**config.mk**
```make
export PLATFORM = sky130hd
export DESIGN_NAME = stream_sorter
export DESIGN_NICKNAME = d
export VERILOG_FILES = /design/src/rtl/stream_sorter_pkg.sv /design/src/rtl/stream_sorter_cmp_swap.sv /design/src/rtl/stream_sorter.sv
export SDC_FILE = /design/constraint.sdc
export NUM_CORES = 1
export LEC_CHECK = 0
export ABC_AREA = 1
export CORE_ASPECT_RATIO = 1.75
export CORE_UTILIZATION = 59
export CTS_BUF_LIST = sky130_fd_sc_hd__clkbuf_2 sky130_fd_sc_hd__clkbuf_4 sky130_fd_sc_hd__clkbuf_8
export CTS_CLUSTER_SIZE = 28
export DETAILED_ROUTE_END_ITERATION = 10
export MAX_ROUTING_LAYER = met4
export PLACE_DENSITY_LB_ADDON = 0.1
export SYNTH_ARGS = -nofsm -noshare
export SYNTH_HDL_FRONTEND = slang
export SYNTH_SLANG_ARGS = --single-unit
```
**constraint.sdc**
```tcl
create_clock -name clk -period 2.1 [get_ports clk]
set_input_delay 0.21 -clock clk [delete_from_list [all_inputs] [get_ports clk]]
set_output_delay 0.21 -clock clk [all_outputs]
set_load 0.05 [all_outputs]
```
**src/rtl/stream_sorter_pkg.sv**
```systemverilog
// Shared types and helpers for the serial odd-even transposition sorter.
package stream_sorter_pkg;

    typedef enum logic [1:0] {LOAD, SORT, DRAIN} state_e;

    // Counter width for indices 0..n-1, never narrower than one bit.
    function automatic int cnt_width(input int n);
        return (n <= 2) ? 1 : $clog2(n);
    endfunction

endpackage

```
**src/rtl/stream_sorter_cmp_swap.sv**
```systemverilog
// Combinational compare-exchange: lo/hi land in the lower/upper buffer slot.
module cmp_swap #(
    parameter int DATA_W  = 4,
    parameter bit DESCEND = 1'b0
) (
    input  logic [DATA_W-1:0] a,
    input  logic [DATA_W-1:0] b,
    input  logic              en,
    output logic [DATA_W-1:0] lo,
    output logic [DATA_W-1:0] hi
);

    logic swap;

    // Strict compare keeps equal words in place.
    assign swap = en && (DESCEND ? (a < b) : (a > b));
    assign lo   = swap ? b : a;
    assign hi   = swap ? a : b;

endmodule

```
**src/rtl/stream_sorter.sv**
```systemverilog
// Serial-in / serial-out frame sorter: load DATA_N words, DATA_N transposition phases, drain.
module stream_sorter
    import stream_sorter_pkg::*;
#(
    parameter int DATA_N  = 4,
    parameter int DATA_W  = 4,
    parameter bit DESCEND = 1'b0
) (
    input  logic              clk,
    input  logic              rst_n,
    input  logic              in_valid,
    output logic              in_ready,
    input  logic [DATA_W-1:0] in_data,
    output logic              out_valid,
    input  logic              out_ready,
    output logic [DATA_W-1:0] out_data,
    output logic              out_last,
    output logic              busy
);

    localparam int CW    = cnt_width(DATA_N);
    localparam int NE    = DATA_N / 2;
    localparam int NO    = (DATA_N - 1) / 2;
    localparam int NO_SZ = (NO > 0) ? NO : 1;
    localparam logic [CW-1:0] LAST = CW'(DATA_N - 1);

    typedef logic [DATA_N-1:0][DATA_W-1:0] mem_t;

    state_e            state_q, state_d;
    logic [CW-1:0]     idx_q, idx_d, phase_q, phase_d, idx_nxt;
    mem_t              mem_q, mem_d, even_mem, odd_mem, sorted_mem;
    logic              out_valid_q, out_valid_d, out_last_q, out_last_d;
    logic [DATA_W-1:0] out_data_q, out_data_d;
    logic              sort_even, sort_odd;

    logic [DATA_W-1:0] ev_lo [NE];
    logic [DATA_W-1:0] ev_hi [NE];
    logic [DATA_W-1:0] od_lo [NO_SZ];
    logic [DATA_W-1:0] od_hi [NO_SZ];

    assign sort_even = (state_q == SORT) && !phase_q[0];
    assign sort_odd  = (state_q == SORT) &&  phase_q[0];

    for (genvar g = 0; g < NE; g++) begin : g_even
        cmp_swap #(.DATA_W(DATA_W), .DESCEND(DESCEND)) u_cs (
            .a(mem_q[2*g]), .b(mem_q[2*g+1]), .en(sort_even),
            .lo(ev_lo[g]), .hi(ev_hi[g])
        );
    end

    if (NO > 0) begin : g_odd_on
        for (genvar g = 0; g < NO; g++) begin : g_odd
            cmp_swap #(.DATA_W(DATA_W), .DESCEND(DESCEND)) u_cs (
                .a(mem_q[2*g+1]), .b(mem_q[2*g+2]), .en(sort_odd),
                .lo(od_lo[g]), .hi(od_hi[g])
            );
        end
    end else begin : g_odd_off
        assign od_lo[0] = '0;
        assign od_hi[0] = '0;
    end

    // Slots not covered by a pair (ends in odd phases, odd DATA_N) pass through.
    always_comb begin
        even_mem = mem_q;
        odd_mem  = mem_q;
        for (int i = 0; i < NE; i++) begin
            even_mem[2*i]   = ev_lo[i];
            even_mem[2*i+1] = ev_hi[i];
        end
        for (int i = 0; i < NO; i++) begin
            odd_mem[2*i+1] = od_lo[i];
            odd_mem[2*i+2] = od_hi[i];
        end
        sorted_mem = phase_q[0] ? odd_mem : even_mem;
    end

    assign idx_nxt = idx_q + CW'(1);

    always_comb begin
        state_d     = state_q;
        idx_d       = idx_q;
        phase_d     = phase_q;
        mem_d       = mem_q;
        out_valid_d = out_valid_q;
        out_data_d  = out_data_q;
        out_last_d  = out_last_q;
        unique case (state_q)
            LOAD: begin
                if (in_valid) begin
                    mem_d[idx_q] = in_data;
                    if (idx_q == LAST) begin
                        state_d = SORT;
                        idx_d   = '0;
                        phase_d = '0;
                    end else begin
                        idx_d = idx_nxt;
                    end
                end
            end
            SORT: begin
                mem_d = sorted_mem;
                if (phase_q == LAST) begin
                    state_d     = DRAIN;
                    phase_d     = '0;
                    idx_d       = '0;
                    out_valid_d = 1'b1;
                    out_data_d  = sorted_mem[0];
                    out_last_d  = 1'b0;
                end else begin
                    phase_d = phase_q + CW'(1);
                end
            end
            DRAIN: begin
                if (out_ready) begin
                    if (out_last_q) begin
                        state_d     = LOAD;
                        idx_d       = '0;
                        out_valid_d = 1'b0;
                        out_last_d  = 1'b0;
                    end else begin
                        idx_d      = idx_nxt;
                        out_data_d = mem_q[idx_nxt];
                        out_last_d = (idx_nxt == LAST);
                    end
                end
            end
            default: state_d = LOAD;
        endcase
    end

    always_ff @(posedge clk or negedge rst_n) begin
        if (!rst_n) begin
            state_q     <= LOAD;
            idx_q       <= '0;
            phase_q     <= '0;
            mem_q       <= '0;
            out_valid_q <= 1'b0;
            out_data_q  <= '0;
            out_last_q  <= 1'b0;
        end else begin
            state_q     <= state_d;
            idx_q       <= idx_d;
            phase_q     <= phase_d;
            mem_q       <= mem_d;
            out_valid_q <= out_valid_d;
            out_data_q  <= out_data_d;
            out_last_q  <= out_last_d;
        end
    end

    assign in_ready  = (state_q == LOAD);
    assign busy      = (state_q != LOAD);
    assign out_valid = out_valid_q;
    assign out_data  = out_data_q;
    assign out_last  = out_last_q;

endmodule

```
==> summary.md <==
The flow ran to the end, and the final reports show no timing, DRC or antenna violations. The clock passes through at most 2 buffers. The tools report the total number of placement rows as 28. The total congestion overflow after global routing was 0.

The share of the Yosys chip area taken by registers is 33.1%. The design draws 4.33 mW. The number of vias per cell after detailed routing is 5.78, and the proportion of layout cells with a drive suffix above 1 is 5.97%. The worst register-to-register path has a depth of 9. Of all nets on the critical path, the largest fanout is 8.

The total internal power was 1.97 mW; the top-level port count was 16. At the worst endpoint, the required time is 2.27 ns. The tools report the number of DRC markers after the initial detailed-route iteration as 118. After clock tree synthesis, the clock-pin slew on the worst setup and hold paths is 0.09 ns. The count of buffer and inverter cells on the critical path was 3. In this run the clock root is driven by a sky130_fd_sc_hd__clkbuf_8. Cell type with the highest occurrence count on the critical path: sky130_fd_sc_hd__inv_1.

The total placed cells including tap cells came out at 359. The run gives 65.3% as the headroom to the max-slew limit. Summed over all instances, the cell type with the most area after synthesis is sky130_fd_sc_hd__dfrtp_1. Ranked by total cell area, the synthesized netlist is headed by sky130_fd_sc_hd__dfrtp_1 (33%), sky130_fd_sc_hd__ha_1 (14%), sky130_fd_sc_hd__nand2_1 (13%).

The analysis attributes to net switching a power of 2.36 mW. Via count of the first global-routing pass: 2030. The average wire per cell in the routed design came out at 15.0 um.

The post-synthesis instance area was 2110 sq um. The tools report the count of unresolved DRC violations after routing as 0. After synthesis the netlist holds a flip-flop and latch count of 28.

The final count of hold timing violations was 0; the longest individual stage delay on the worst path was 0.41 ns. In this run the worst hold path is classified as in2async. The run gives 5 as the detailed-routing iteration count for the pre-antenna-repair pass. The async set-or-reset flop fraction in the synthesized netlist is 100%, and the highest clock frequency the design can meet is 521 MHz.

The slowest stage of the critical path is the sky130_fd_sc_hd__dfrtp_1 cell. Power spread over the standard cell area amounts to 1800 nW/um^2. The worst setup path is launched from a register. The tools report the core area as 3400 sq um. Once layout is complete, the cells apart from fillers number 363. The clock sink count came out at 28. The number of levels the H-tree was split into is 1. The setup skew after layout is 0.00266 ns, and the share of the synthesized area in the top cell type is 33.1%. The die width is 47.3 um, and the count of maximum capacitance violations is 0.

Setup repair after global routing left no endpoint under its margin. In this run, flip-flops and latches consume 23.9% of the power. The initial antenna violation count is 0, and the share of the clock period used by the worst path is 91.5%. The tools report the endpoint kind of the worst setup timing path as a register.

The growth of design area from synthesis to finish is 13.7%, and the post-layout net count is 350. Count of pins over their slew limit: 0. In this run the post-CTS setup repair buffer count came out at 0. The tools report the endpoint of the most critical register-to-register path as mem_q[6]$_DFFE_PN0P_. The share of total power dissipated in the clock network is 7.8%. In the final timing run, aggregate negative setup slack is 0 ns. The most used flip-flop cell after synthesis is sky130_fd_sc_hd__dfrtp_1. Entering global routing, the biggest net connects 29 pins.

The measured slew at the worst slew-check pin is 0.515 ns, and the warning count from the yosys run is 0. Global routing consumed, over all layers together, 33.0% of the routing resources. The logs give 2.09 ns for the arrival time of the worst setup path and 0 for the number of setup violations in the final report.

The number of port buffers is 15. Fraction of the core area covered by cells at the end of the flow: 70.8%. Critical path start-end classification: reg2reg. The total wire length after detailed routing is 5430 um, and the post-synthesis cell count is 298.

The worst setup path startpoint was state_q[1]$_DFFE_PN0P_. The analysis attributes to cell leakage a power of 1.23 nW. The most frequent cell after synthesis was sky130_fd_sc_hd__nand2_1. TritonCTS built the clock tree. The combinational power share is 68.3%. The signal on the critical path passes through inv_1 -> ha_2 -> inv_2 -> a21oi_2 -> inv_1 -> nor2_1 -> nand3_2 -> nand2_1 -> o21ai_1. The count of unique library cells instantiated by Yosys was 25; the final weighted congestion of routability-driven global placement was 0.977. The startpoint identified for the worst register-to-register timing path is state_q[1]$_DFFE_PN0P_. The number of nets handed over by synthesis was 329. Of the total power, the share spent switching nets is 54.5%. By count the netlist is led by sky130_fd_sc_hd__nand2_1 (75), sky130_fd_sc_hd__inv_1 (50), sky130_fd_sc_hd__dfrtp_1 (28), sky130_fd_sc_hd__a21oi_1 (26), sky130_fd_sc_hd__ha_1 (23). The routed layout has 2098 vias. A synthesized cell averages 7.10 sq um. IR analysis of the VDD net gives a maximum drop of 1120 uV.

Clock latency on the worst-skew pair, taken at its later pin, is 0.28 ns. The detail route stage leaves a number of antenna-violating nets equal to 0. The initial core utilization was 62.2%. Clock tree synthesis inserted a total of 3 buffers. Yosys mapped a number of flops with a built-in enable equal to 0. The placed wire-length estimate after detailed placement came out at 4270 um. The final critical-path required period came out at 1.92 ns. The die area is 3840 sq um.

The kind of cell with the highest combined delay along the critical path is simple AND/OR/NAND/NOR gates. The wire length of the first global-routing pass is 8870 um. The worst-case register-to-register setup slack is 0.18 ns, and the vertical die dimension is 81.2 um. The antenna diode count came out at 0.
-- routing by layer --
layer	vias up	global-route usage, %	share of wire [%]	routed length (um)
met5	-	-	0	0
met2	117	53.3	51	2750
met4	0	18.0	4.6	248
met1	925	38.8	38	2060
li1	1030	-	-	-
met3	26	2.67	6.7	364
-- what timing repair did --
action	in CTS	in global routing
gates resized for setup	0	3
setup endpoints to repair	0	6
hold buffers	0	0
-- power groups by stage --
| stage | Combinational (mW) | Sequential, mW | Clock [mW] |
|---|---|---|---|
| after detailed placement | 2.90 | 1.04 | 0 |
| after CTS | 2.92 | 1.03 | 0.351 |
| after global placement | 2.84 | 1.03 | 0 |
| after floorplan | 2.00 | 1.14 | 0 |
| final | 2.95 | 1.03 | 0.338 |
| after global routing | 3.35 | 1.06 | 0.364 |
-- sequential cells by signal, indices dropped and copies added (netlist names) --
name	flops
out_valid	1
out_data	4
phase_q	2
out_last	1
idx_q	2
mem_q	16
state_q	2
-- worst max-delay path by stage --
stage                           end  slack, ns  depth (start not counted)
4_1_cts                    in_ready       0.03                          3
6_report       mem_q[6]$_DFFE_PN0P_       0.18                          9
5_1_grt        mem_q[8]$_DFFE_PN0P_       0.02                         11
3_5_place_dp   mem_q[6]$_DFFE_PN0P_       0.15                          9
2_1_floorplan  mem_q[0]$_DFFE_PN0P_       0.03                          9
3_3_place_gp   mem_q[4]$_DFFE_PN0P_       0.19                          9
-- placed cells by master (no fill, tap or decap) --
cell	count
sky130_fd_sc_hd__o221ai_1	4
sky130_fd_sc_hd__o2111ai_1	1
sky130_fd_sc_hd__nand4_1	11
sky130_fd_sc_hd__nor2_4	1
sky130_fd_sc_hd__o21ai_0	17
sky130_fd_sc_hd__o21bai_1	1
sky130_fd_sc_hd__a21oi_1	26
sky130_fd_sc_hd__a22oi_1	1
sky130_fd_sc_hd__o21ai_1	5
sky130_fd_sc_hd__o211ai_1	1
sky130_fd_sc_hd__nor2_1	12
sky130_fd_sc_hd__clkdlybuf4s50_1	13
sky130_fd_sc_hd__a21oi_2	2
sky130_fd_sc_hd__dlymetal6s2s_1	1
sky130_fd_sc_hd__ha_2	2
sky130_fd_sc_hd__nor3_1	1
sky130_fd_sc_hd__inv_2	2
sky130_fd_sc_hd__buf_4	7
sky130_fd_sc_hd__clkinv_1	1
sky130_fd_sc_hd__clkbuf_8	4
sky130_fd_sc_hd__inv_1	50
sky130_fd_sc_hd__o22ai_1	8
sky130_fd_sc_hd__ha_1	21
sky130_fd_sc_hd__nand3_1	22
sky130_fd_sc_hd__nand2_1	75
sky130_fd_sc_hd__dfrtp_1	28
sky130_fd_sc_hd__nand3_2	1
-- cell families after synthesis --
kind of cell | synth area share (%)
simple gates | 24.9
buf+inv | 10.7
flops | 33.1
compound gates | 17.7
fa+ha+maj | 13.6
-- worst register-to-register path: stages, from the launching register on --
cell and delay [ns]:
sky130_fd_sc_hd__dfrtp_1 0.41, sky130_fd_sc_hd__inv_1 0.13, sky130_fd_sc_hd__ha_2 0.28, sky130_fd_sc_hd__inv_2 0.12, sky130_fd_sc_hd__a21oi_2 0.20, sky130_fd_sc_hd__inv_1 0.12, sky130_fd_sc_hd__nor2_1 0.21, sky130_fd_sc_hd__nand3_2 0.19
sky130_fd_sc_hd__nand2_1 0.10, sky130_fd_sc_hd__o21ai_1 0.06
-- area by class of cell --
class / instances / area [sq um]
fill: 303 / 993
clock buffer: 4 / 55.1
multi-input combinational: 212 / 1200
sequential: 28 / 701
tap: 45 / 56.3
inverter: 53 / 199
timing repair buffer: 21 / 195
-- per-stage QoR --
| stage | hold WS [ns] | worst slack (ns) | cell area [sq um] |
|---|---|---|---|
| 2_1_floorplan | -0.0856 | 0.0343 | 2120 |
| 3_3_place_gp | 0.454 | 0.186 | 2340 |
| 3_5_place_dp | 0.463 | 0.152 | 2340 |
| 4_1_cts | 0.314 | 0.0267 | 2390 |
| 5_1_grt | 0.361 | 0.0212 | 2400 |
| 6_report | 0.304 | 0.180 | 2400 |
Power figures use the tool's default switching activity.
